==> config.mk <==
export PLATFORM = sky130hd
export DESIGN_NAME = key_unlock_sequencer
export DESIGN_NICKNAME = d
export VERILOG_FILES = /design/src/rtl/key_unlock_sequencer.sv
export SDC_FILE = /design/constraint.sdc
export NUM_CORES = 1
export LEC_CHECK = 0
export ABC_AREA = 1
export CORE_MARGIN = 5
export CORE_UTILIZATION = 42
export CTS_CLUSTER_SIZE = 12
export DETAILED_ROUTE_END_ITERATION = 8
export MAX_ROUTING_LAYER = met4
export SLEW_MARGIN = 15
export SYNTH_ARGS = -nofsm -noshare
export SYNTH_HDL_FRONTEND = slang
export SYNTH_SLANG_ARGS = --single-unit
==> constraint.sdc <==
create_clock -name clk -period 2.3 [get_ports clk]
set_input_delay 0.46 -clock clk [delete_from_list [all_inputs] [get_ports clk]]
set_output_delay 0.46 -clock clk [all_outputs]
set_load 0.01 [all_outputs]
==> src/rtl/key_unlock_sequencer.sv <==
// rtl/key_unlock_sequencer.sv - byte-serial 64-bit key loader that holds the core in reset until a key is committed
// Optional trailing checksum byte enabled by KEY_UNLOCK_CHECKSUM_EN.
module key_unlock_sequencer #(
    parameter int TIMEOUT_CYCLES = 255,
    parameter int RST_HOLD       = 4
) (
    input  logic        clk,
    input  logic        rst,
    input  logic        load_start,
    input  logic        byte_valid,
    input  logic [7:0]  byte_data,
    output logic        byte_ready,
    output logic [63:0] key,
    output logic        key_valid,
    output logic        core_rst,
    output logic        busy,
    output logic        error
);

`ifdef KEY_UNLOCK_CHECKSUM_EN
    localparam logic [3:0] LAST_BYTE = 4'd8;
`else
    localparam logic [3:0] LAST_BYTE = 4'd7;
`endif
    localparam logic [15:0] TMO_LAST  = 16'(TIMEOUT_CYCLES - 1);
    localparam logic [15:0] HOLD_LAST = 16'(RST_HOLD - 1);

    typedef enum logic [2:0] {
        S_IDLE,
        S_LOAD,
        S_CHECK,
        S_HOLD,
        S_RUN,
        S_ERR
    } state_t;

    state_t      state_q;
    logic [63:0] shadow_q;
    logic [63:0] key_q;
    logic [3:0]  byte_cnt_q;
    logic [15:0] tmo_cnt_q;
    logic [15:0] hold_cnt_q;
    logic        key_valid_q;
    logic        core_rst_q;
    logic        byte_ready_q;
    logic        busy_q;
    logic        error_q;
`ifdef KEY_UNLOCK_CHECKSUM_EN
    logic [7:0]  csum_q;
`endif

    logic accept_d;
    logic start_ok_d;
    logic check_pass_d;

    function automatic logic [7:0] fold_xor(input logic [63:0] v);
        logic [7:0] acc;
        acc = 8'h00;
        for (int i = 0; i < 8; i++) begin
            acc = acc ^ v[i*8 +: 8];
        end
        return acc;
    endfunction

    // byte_ready_q is only ever high in LOAD, so it doubles as the state qualifier
    always_comb begin
        accept_d   = byte_valid && byte_ready_q;
        start_ok_d = load_start &&
                     ((state_q == S_IDLE) || (state_q == S_RUN) || (state_q == S_ERR));
`ifdef KEY_UNLOCK_CHECKSUM_EN
        check_pass_d = (fold_xor(shadow_q) == csum_q);
`else
        check_pass_d = 1'b1;
`endif
    end

    always_ff @(posedge clk) begin
        if (rst) begin
            state_q      <= S_IDLE;
            shadow_q     <= 64'h0;
            key_q        <= 64'h0;
            byte_cnt_q   <= 4'd0;
            tmo_cnt_q    <= 16'd0;
            hold_cnt_q   <= 16'd0;
            key_valid_q  <= 1'b0;
            core_rst_q   <= 1'b1;
            byte_ready_q <= 1'b0;
            busy_q       <= 1'b0;
            error_q      <= 1'b0;
`ifdef KEY_UNLOCK_CHECKSUM_EN
            csum_q       <= 8'h00;
`endif
        end else if (start_ok_d) begin
            state_q      <= S_LOAD;
            shadow_q     <= 64'h0;
            key_q        <= 64'h0;
            byte_cnt_q   <= 4'd0;
            tmo_cnt_q    <= 16'd0;
            key_valid_q  <= 1'b0;
            core_rst_q   <= 1'b1;
            byte_ready_q <= 1'b1;
            busy_q       <= 1'b1;
            error_q      <= 1'b0;
`ifdef KEY_UNLOCK_CHECKSUM_EN
            csum_q       <= 8'h00;
`endif
        end else begin
            case (state_q)
                S_LOAD: begin
                    // An accept on the would-be timeout cycle wins over the error
                    if (accept_d) begin
`ifdef KEY_UNLOCK_CHECKSUM_EN
                        if (byte_cnt_q == LAST_BYTE) begin
                            csum_q <= byte_data;
                        end else begin
                            shadow_q <= {shadow_q[55:0], byte_data};
                        end
`else
                        shadow_q <= {shadow_q[55:0], byte_data};
`endif
                        byte_cnt_q <= byte_cnt_q + 4'd1;
                        tmo_cnt_q  <= 16'd0;
                        if (byte_cnt_q == LAST_BYTE) begin
                            state_q      <= S_CHECK;
                            byte_ready_q <= 1'b0;
                        end
                    end else if (tmo_cnt_q == TMO_LAST) begin
                        state_q      <= S_ERR;
                        byte_ready_q <= 1'b0;
                        busy_q       <= 1'b0;
                        error_q      <= 1'b1;
                    end else begin
                        tmo_cnt_q <= tmo_cnt_q + 16'd1;
                    end
                end
                S_CHECK: begin
                    if (check_pass_d) begin
                        state_q     <= S_HOLD;
                        key_q       <= shadow_q;
                        key_valid_q <= 1'b1;
                        hold_cnt_q  <= 16'd0;
                    end else begin
                        state_q <= S_ERR;
                        busy_q  <= 1'b0;
                        error_q <= 1'b1;
                    end
                end
                S_HOLD: begin
                    if (hold_cnt_q == HOLD_LAST) begin
                        state_q    <= S_RUN;
                        core_rst_q <= 1'b0;
                        busy_q     <= 1'b0;
                    end else begin
                        hold_cnt_q <= hold_cnt_q + 16'd1;
                    end
                end
                default: begin
                end
            endcase
        end
    end

    assign byte_ready = byte_ready_q;
    assign key        = key_q;
    assign key_valid  = key_valid_q;
    assign core_rst   = core_rst_q;
    assign busy       = busy_q;
    assign error      = error_q;

endmodule
### Word-level counts from Yosys, hierarchy flattened

Index checks and enable logic that the tools add are counted.

* bits in registers: 172
* latch bits: 0
* memory bits (writable): 0
* bits in read-only memories: 0
* input bits: 12
* logic and storage cells: 76
* memories: 0

* add/sub/neg operators: 3
* multiply operators: 0
* divide/modulo/power cells: 0
* order comparisons: 0
* eq/ne operators: 19
* shift-type cells: 0
* mux-type cells: 19
* bitwise logic cells: 2
* reductions and logical operators: 21

Operator list (count)
* 2-to-1 mux 16 bit: 3
* adder 16 x 1 -> 16 bit, second input constant: 2
* one-hot mux 16 bit (2 select lines): 1
* == test 16 x 2 -> 1 bit, second input constant: 1
* == test 16 x 8 -> 1 bit, second input constant: 1
* != test 3 bit, second input constant: 5
* 2-to-1 mux 3 bit: 4
* AND reduction 4 bit: 3
* 2-to-1 mux 1 bit: 9
* one-hot mux 3 bit (3 select lines): 1
* AND reduction 3 bit: 3
* nonzero test 3 bit: 3
* != test 4 bit, second input constant: 2
* == test 3 x 2 -> 1 bit, second input constant: 2
* == test 3 bit, second input constant: 2
* != test 2 bit, second input constant: 3
* AND reduction 2 bit: 3
* adder 4 x 1 -> 4 bit, second input constant: 1
* == test 4 x 3 -> 1 bit, second input constant: 1
* nonzero test 2 bit: 2
* nonzero test 4 bit: 1
* == test 3 x 1 -> 1 bit, second input constant: 1
* logical NOT 3 bit: 1
* != test 3 x 1 -> 1 bit, second input constant: 1
* 5 further kinds: 8

### Logic depth before layout (Yosys ltp)

Gate-level depths: netlist of the first run.

* depth in word-level cells: 6
* gate-level depth with buffers: 11
* gate-level depth less buffers: 11

### Worst setup path before layout of the first run

No wires, ideal clock.

* path type: input -> register
* start point: in rst
* end point: reg tmo_cnt_q[12]
* setup time: 122 ps
* arrival: 1349 ps
* data required time: 2178 ps
* setup slack: 829 ps
* cell stages on the path: 8
* cell sequence: clkbuf_1 inv_1 nand2_1 inv_2 buf_4 buf_4 o21ai_0 a21oi_1

* longest elaborated chain between the ends: 1

RTL lines
* from (decl): RTL line 8 `input logic rst,`
* OR reduction 2 bit (no line)
* to (signal assigned): RTL line 133 `tmo_cnt_q <= tmo_cnt_q + 16'd1;`
* to (decl): RTL line 41 `logic [15:0] tmo_cnt_q;`

Every way passes these cells.
A chain may end at the register's enable or synchronous reset.

### Final worst setup path of the first run

* start point: reg key_q[63] (netlist: key[63])
* end point: out key[63]

RTL lines
* from (decl): RTL line 39 `logic [63:0] key_q;`
* from (signal assigned): RTL line 139 `key_q <= shadow_q;`
* to (decl): RTL line 13 `output logic [63:0] key,`

No word-level cell between the ends.

==> results.cfg, run 1 <==
[timing]
worst_clock_skew_ns = 0.01156
clock.fmax_mhz = 537.7
setup_tns_ns = 0
slew_violations = 0
tightest_slew_ns = 0.5046
rsz0062_at_grt = false
hold_violations = 0
setup_viol = 0
min_period_ns = 1.860
slew_headroom_pct = 66.36
fin_crit_sh_pct = 80.86

[worst_setup_path]
worst_setup_path_end_kind = primary output
required_ns = 1.84
slowest_delay_ns = 0.58
cp_data_arrival_time_ns = 1.40
critPathSlowestCell = clkdlybuf4s50_1
crit_type = reg -> out
cp_max_fo = 2
crit_path_start = key[63]
path_delay_family = buffers and inverters
cp_cell_sequence = clkdlybuf4s50_1
reg2reg_from = hold_cnt_q[0]
rr_worst_depth = 9
cp_num_buf_inv = 1
cp.depth = 1
start_kind = flop

[yosys]
synth_common_cells = nand2_1, dfxtp_1, a21oi_1
synth_top_cell_area_share_pct = 49.47
yosysWarnings = 0
synthAdderAreaFrac_pct = 0.7190
synth_top_area_cell = dfxtp_1
synthTopCellsByArea = dfxtp_1, nand2_1, a21oi_1
synthMuxAreaShare_pct = 0
yosys.area_share.simple_pct = 24.77
syn_area_sq_mm = 0.006960
synthXorXnorAreaFrac_pct = 0
syn_area_per_cell_sq_um = 7.397
ys_async_sr_fraction_pct = 0
synth-compound-area-share_pct = 17.01
synth_top_family_by_area = simple AND/OR/NAND/NOR gates
syn_nets = 957
ys_seq_area_share_pct = 49.47
yosysMostFrequentCell = nand2_1
synthCells = 941
synth_seq_cells = 172
synth_edf_count = 0
ys_types = 29
synth_ff_type = dfxtp_1

[placement]
io_buffers = 80
hpwl_mm = 10.84
place_inst = 1202
place_congestion = 0.9027

[die]
fp.dieH_um = 138.7
std_cell_rows = 47
initial_core_util_pct = 42.42
ios = 81
dieArea_sq_mm = 0.01925
die_w_um = 138.7
core-area_sq_mm = 0.01641

[flow_run]
cap_violations = 0

[hold_path]
hp-class = reg -> reg
worstHoldStart = core_rst
worst_hold_path.num_cells = 2

[global_routing]
grt_use_total_pct = 17.36
grt-ovfl-total = 0
grt_pass1_vias = 5469
grt_pass1_wl_mm = 27.36
grt_max_degree = 71
antenna_found_initial = 0

[drt]
vias = 5981
antenna_left = 0
vias_per_cell = 4.847
m1WireLength_mm = 8.063
wl_per_cell_um = 13.09
top_layer = met4
met3WireLength_um = 502
wl_met2_mm = 7.431
drt_iter0_markers = 344
drc = 0
firstDrtPassIters = 5
wl_mm = 16.16

[cts]
clkLatencyLatePin_ns = 0.43
cts_root_buffer = clkbuf_16
cts.path.max_buffers = 2
numCtsBuffers = 17
htreeDepth = 4
clk_pin_slew_ns = 0.07
cts_resized = 0
cts_tree = built
hold_buffers = 0
cts_setup_buffers = 0
clock_sinks = 172

[power_and_ir_drop]
p_comb_share_pct = 5.4
p_leak_nw = 3.161
switchingPower_mw = 1.458
power_density_mw_per_mm2 = 732.7
ir_worst_vdd_v = 0.0005723
sw_frac_of_total_pct = 23.56
seq_power_share_pct = 49.3
internal_power_mw = 4.732
clock_power_share_pct = 45.2

[final_layout]
area_delta_synth_final_pct = 21.37
drive_gt1_share_pct = 6.607
fillCellCount = 1623
antenna_cells = 0
seq_area_sq_mm = 0.003443
finish.net_count = 1017
fin_cells = 1234
multi_input_area_sq_mm = 0.002965

[outcome]
status = complete, no violations
## registers in the layout (all words and copies together) (netlist names)
name        count
key            64
shadow_q       64
hold_cnt_q     16
tmo_cnt_q      16
byte_cnt_q      4
state_q         3
busy            1
byte_ready      1
core_rst        1
error           1
key_valid       1
## logic make-up (layout without fill, tap and decap cells)
kind of cell / count (synthesis) / count (layout)
AND/OR/NAND/NOR: 409 / 409
AO/OA/AOI/OAI: 234 / 234
flip-flops: 172 / 172
buffers and inverters: 122 / 195
adder cells (fa/ha/maj): 4 / 4
## per-stage QoR
stage | hold WS, ns | total power [mW] | utilization (%) | cell area [sq um] | setup WS [ns]
global placement | 0.4417 | 3.460 | 47.97 | 7870 | 0.2073
CTS | 0.4541 | 6.268 | 51.49 | 8448 | 0.4322
detailed placement | 0.4430 | 3.460 | 47.97 | 7870 | 0.1910
global route | 0.4700 | 6.435 | 51.49 | 8448 | 0.3959
finish | 0.4507 | 6.190 | 51.49 | 8448 | 0.4403
floorplan | 0.4360 | 3.362 | - | 6960 | 0.8290
## power by group through the flow
stage | registers, mW | logic (mW) | clock network, mW
CTS | 3.05 | 0.341 | 2.87
floorplan | 3.11 | 0.247 | 0
global route | 3.06 | 0.380 | 3.00
detailed placement | 3.12 | 0.340 | 0
finish | 3.05 | 0.336 | 2.80
global placement | 3.12 | 0.339 | 0
## routing by layer
| layer | vias to the layer above | track usage [%] |
|---|---|---|
| met4 | 0 | 4.325 |
| met5 | - | - |
| met2 | 87 | 26.64 |
| li1 | 3187 | - |
| met1 | 2693 | 23.46 |
| met3 | 14 | 3.862 |
## final cells by class
class                      count  area share, %
clock buffer                  23          5.658
clock inverter                 9          1.185
inverter                      71          3.199
multi-input combinational    647          35.10
sequential                   172          40.76
tap                          220          3.258
timing repair buffer          92          10.84
## path summary, 6_finish.rpt
check                                      end  slack, ns
worst max-delay path                   key[63]       0.44
worst min-delay path                  core_rst       0.45
worst max register to register  hold_cnt_q[10]       0.64
worst min register to register        core_rst       0.45
## placed cells by master (no fill, tap or decap), drive strengths merged, types with 13 or more instances in the layout
cell           instances
o21ai                 98
dfxtp                172
clkdlybuf4s50         80
nor3                  13
a21oi                131
nand3                 48
clkbuf                23
nand2                218
inv                   75
nor2                 116
(Power assumes the default switching activity.)
==> run 2: changes to the inputs <==
PLACE_DENSITY = 0.65   (was default)
clock period = 1.7 ns   (was 2.3 ns; I/O delays follow)
==> run 2 against run 1 <==
Combinational power grew 52%. Clock-buffer cell count shrank 5. Clock power grew 39%. Die area is the same. Critical path type unchanged. Non-clock buffer count grew 22. Via count grew 2.9%. First-iteration DRC count grew 20%. Wire length grew 3.2%. Final area grew 3.6%.
==> results.cfg, run 2 (synthesis gave the netlist of run 1 again) <==
[final_layout]
finish.net_count = 1039
final_common_cell = nand2_1
fin_area_sq_mm = 0.008752
drive_gt1_share_pct = 9.073
layout.cells.most_common_list = nand2_1, dfxtp_1, a21oi_1, nor2_1, o21ai_0
area_delta_synth_final_pct = 25.74
post-route-util_pct = 53.34
antenna_cells = 0

[worst_setup_path]
cp_max_fo = 2
worst_setup_path_end_kind = primary output
critPathSlowestCell = clkdlybuf4s50_1
start_kind = flop
required_ns = 1.36
crit_type = reg -> out
slowest_delay_ns = 0.55
cp_num_buf_inv = 1
cp_cell_sequence = clkdlybuf4s50_1
cp_data_arrival_time_ns = 1.33
reg2reg_slack_ns = 0.16
path_delay_family = buffers and inverters

[cts]
clkLatencyLatePin_ns = 0.42
cts_root_buffer = clkbuf_16
cts.path.max_buffers = 2
numCtsBuffers = 17
clk_pin_slew_ns = 0.07
htreeDepth = 4
cts_tree = built
clock_sinks = 172
hold_buffers = 0

[placement]
io_buffers = 80
place_congestion = 0.8551
hpwl_mm = 11.21
place_area_sq_mm = 0.008070
dp_slack_ns = -0.1670

[die]
ios = 81
core-area_sq_mm = 0.01641
dieArea_sq_mm = 0.01925
initial_core_util_pct = 42.42
std_cell_rows = 47
fp.dieH_um = 138.7
die_w_um = 138.7

[drt]
wl_per_cell_um = 13.28
vias = 6152
vias_per_cell = 4.898
drc = 0
firstDrtPassIters = 5
antenna_left = 0
drt_iter0_markers = 414
wl_mm = 16.68

[global_routing]
grt_pass1_wl_mm = 27.74
antenna_found_initial = 0
grt_use_total_pct = 17.61
grt_max_degree = 58
grt_pass1_vias = 5701
grt-ovfl-total = 0

[power_and_ir_drop]
p_leak_nw = 3.698
power_density_mw_per_mm2 = 974.9
ir_worst_vdd_v = 0.0007371

[timing]
worst_clock_skew_ns = 0.01127
slew_violations = 0
fin_crit_sh_pct = 98.43
hold_violations = 0
tightest_slew_ns = 0.4737
rsz0062_at_grt = false
slew_headroom_pct = 68.18
setup_viol = 0
setup_ws_ns = 0.02666
min_period_ns = 1.673
clock.fmax_mhz = 597.6
whs_ns = 0.4509

[outcome]
status = complete, no violations

[hold_path]
hp-class = reg -> reg

[flow_run]
cap_violations = 0
==> run 2: layout make-up <==
cell class	count	area, sq um
Sequential cell	172	3445
Fill cell	1574	7655
Inverter	71	272.8
Multi-Input combinational cell	647	2975
Timing Repair Buffer	114	1190
Clock buffer	18	429.2
Clock inverter	14	165.2
Tap cell	220	275.3
==> run 2: worst reg2reg max path: stages (launching register included) <==
cell and delay [ns]:
dfxtp_1 0.39, ha_1 0.18, nand2_1 0.11, nor2_1 0.12
nand2_1 0.11, nor2_2 0.16, nand3_1 0.11, o21ai_0 0.17
a21oi_1 0.08
==> run 2: path summary, 6_finish.rpt <==
kind,from,end,depth (start not counted)
max,key_valid,key_valid,1
min,core_rst,core_rst,2
max reg2reg,tmo_cnt_q[1],tmo_cnt_q[14],8
min reg2reg,core_rst,core_rst,2
==> run 2: what timing repair did <==
action / 4_1_cts / 5_1_grt
pin swaps: 0 / 1
endpoints found under the hold margin: 0 / 0
gates cloned: 0 / 1
resized for setup: 8 / 26
setup buffers: 0 / 1
endpoints found under the setup margin: 8 / 31
==> run 2: power breakdown <==
part | internal [mW] | switching, mW | total, mW
clock | 2.20 | 1.69 | 3.89
sequential | 4.09 | 0.0415 | 4.13
combinational | 0.189 | 0.323 | 0.512
==> run 2: per-stage QoR <==
stage                     cells  power [mW]  setup TNS, ns
after floorplan             941       4.548              0
after global placement     1222       4.720         -8.300
after detailed placement   1222       4.724         -9.302
after CTS                  1254       8.613              0
after global routing       1256       8.877              0
final                      1256       8.533              0
==> run 2: routing by layer <==
layer,global-route usage (%),part of all wire (%)
met1,22.91,49
met2,28.01,47
met3,4.172,3.1
met4,4.171,0.72
met5,-,0
==> run 3: changes to the inputs <==
CORE_UTILIZATION = 50   (was 42)
HOLD_SLACK_MARGIN = 0.03   (was default)
PLACE_DENSITY = 0.75   (was 0.65)
==> run 3 against run 2 <==
Worst hold slack better by 0.0017 ns. Clock power fell by 5.4%. Non-clock buffer count shrank 2. Via count grew 2.7%. Register-to-register slack got worse by 0.06 ns. Critical path depth did not move. Sequential power barely moved. Clock-buffer cell count up 2. Critical path type unchanged. Largest cell class unchanged.
==> results.cfg, run 3 (synthesis gave the netlist of run 1 again) <==
[outcome]
status = complete, no violations

[drt]
vias_per_cell = 5.203
vias = 6317
wl_mm = 16.69
drc = 0
firstDrtPassIters = 5
drt_iter0_markers = 585
wl_per_cell_um = 13.75
antenna_left = 0

[global_routing]
grt_pass1_vias = 5669
grt_pass1_wl_mm = 26.95
grt_use_total_pct = 20.62
antenna_found_initial = 0
grt_max_degree = 86
grt-ovfl-total = 0

[final_layout]
layout.cells.most_common_list = nand2_1, dfxtp_1, a21oi_1, nor2_1, o21ai_0
area_delta_synth_final_pct = 24.70
fillCellCount = 1242
finish.net_count = 1037
final_common_cell = nand2_1
post-route-util_pct = 63.02
fin_area_sq_mm = 0.008680
antenna_cells = 0
drive_gt1_share_pct = 8.704

[power_and_ir_drop]
switchingPower_mw = 1.976
seq_power_share_pct = 49.6
p_comb_share_pct = 6.2
sw_frac_of_total_pct = 23.73
p_leak_nw = 3.553
ir_worst_vdd_v = 0.0008072
clock_power_share_pct = 44.2
internal_power_mw = 6.351
power_density_mw_per_mm2 = 959.3

[timing]
clock.fmax_mhz = 599.2
worst_clock_skew_ns = 0.01346
fin_crit_sh_pct = 98.17
setup_viol = 0
slew_violations = 0
slew_headroom_pct = 67.31
hold_violations = 0
min_period_ns = 1.669
whs_ns = 0.4526
tightest_slew_ns = 0.4865
setup_tns_ns = 0

[placement]
place_congestion = 0.8647
place_area_sq_mm = 0.008035
hpwl_mm = 10.81
io_buffers = 80

[hold_path]
worst_hold_path.num_cells = 2
worstHoldStart = core_rst
hp-class = reg -> reg
holdPathEnd = core_rst

[worst_setup_path]
slowest_delay_ns = 0.56
crit_type = reg -> out
worst_setup_path_end_kind = primary output
reg2reg_slack_ns = 0.10
cp_cell_sequence = clkdlybuf4s50_1
reg2reg_from = state_q[2]
cp_num_buf_inv = 1
start_kind = flop
rr_worst_depth = 10
cp_max_fo = 2
cp_data_arrival_time_ns = 1.33
required_ns = 1.36
rr_endpoint = shadow_q[13]
path_delay_family = buffers and inverters
critPathSlowestCell = clkdlybuf4s50_1

[cts]
clk_pin_slew_ns = 0.07
clkLatencyLatePin_ns = 0.42
numCtsBuffers = 17
htreeDepth = 4
cts_root_buffer = clkbuf_16
cts.path.max_buffers = 2
cts_tree = built
clock_sinks = 172

[die]
die_w_um = 128.0
initial_core_util_pct = 50.54
dieArea_sq_mm = 0.01638
fp.dieH_um = 128.0
core-area_sq_mm = 0.01377
ios = 81
std_cell_rows = 43

[flow_run]
cap_violations = 0
-- run 3: layout make-up --
cell class / count / area [sq um] / share of cell area, %
clock buffers: 20 / 446.7 / 5.146
clock inverters: 12 / 110.1 / 1.269
inverters: 71 / 272.8 / 3.143
multi-input cells: 647 / 2975 / 34.28
flip-flops and latches: 172 / 3443 / 39.67
well taps: 180 / 225.2 / 2.595
repair buffers: 112 / 1206 / 13.90
-- run 3: per-layer routing --
layer / vias up / GRT usage (%) / wire [um]
li1: 3220 / - / -
met1: 2946 / 26.40 / 7712
met2: 141 / 33.49 / 8181
met3: 10 / 4.667 / 677
met4: 0 / 4.682 / 118
met5: - / - / 0
-- run 3: repair_timing --
action,4_1_cts,5_1_grt
endpoints found under the hold margin,0,0
gates cloned,0,1
setup endpoints to repair,5,32
buffers inserted,0,2
gates resized for setup,5,21
pin swaps,0,2
hold buffers,0,0
-- run 3: worst reg2reg max path: stages, from the launching register on --
cell and delay (ns):
dfxtp_1 0.33, inv_1 0.09, nand2_2 0.08, inv_2 0.07, nand2_2 0.10, nor2_4 0.24
buf_4 0.17, inv_4 0.06, buf_12 0.16, nor2_1 0.15, nor2_1 0.06
-- run 3: worst max-delay path by stage --
stage	depth (start not counted)	end	slack [ns]	startpoint
floorplan	9	hold_cnt_q[10]	0.33	hold_cnt_q[0]
global placement	6	shadow_q[15]	-0.08	byte_valid
detailed placement	7	shadow_q[61]	-0.17	byte_valid
CTS	1	key[46]	0.005	key[46]
global route	10	shadow_q[36]	-0.004	state_q[2]
finish	1	key[46]	0.03	key[46]
-- run 3: metrics by stage --
stage	power (mW)	instances	worst slack (ns)
2_1_floorplan	4.548	941	0.3275
3_3_place_gp	4.717	1179	-0.08192
3_5_place_dp	4.723	1179	-0.1714
4_1_cts	8.376	1211	0.004892
5_1_grt	8.645	1214	-0.003813
6_report	8.326	1214	0.03113
-- run 3: power by group through the flow --
stage,Combinational [mW],Clock [mW],Sequential [mW]
5_1_grt,0.571,3.94,4.14
6_report,0.514,3.68,4.13
4_1_cts,0.505,3.74,4.13
2_1_floorplan,0.334,0,4.21
3_3_place_gp,0.495,0,4.22
3_5_place_dp,0.502,0,4.22
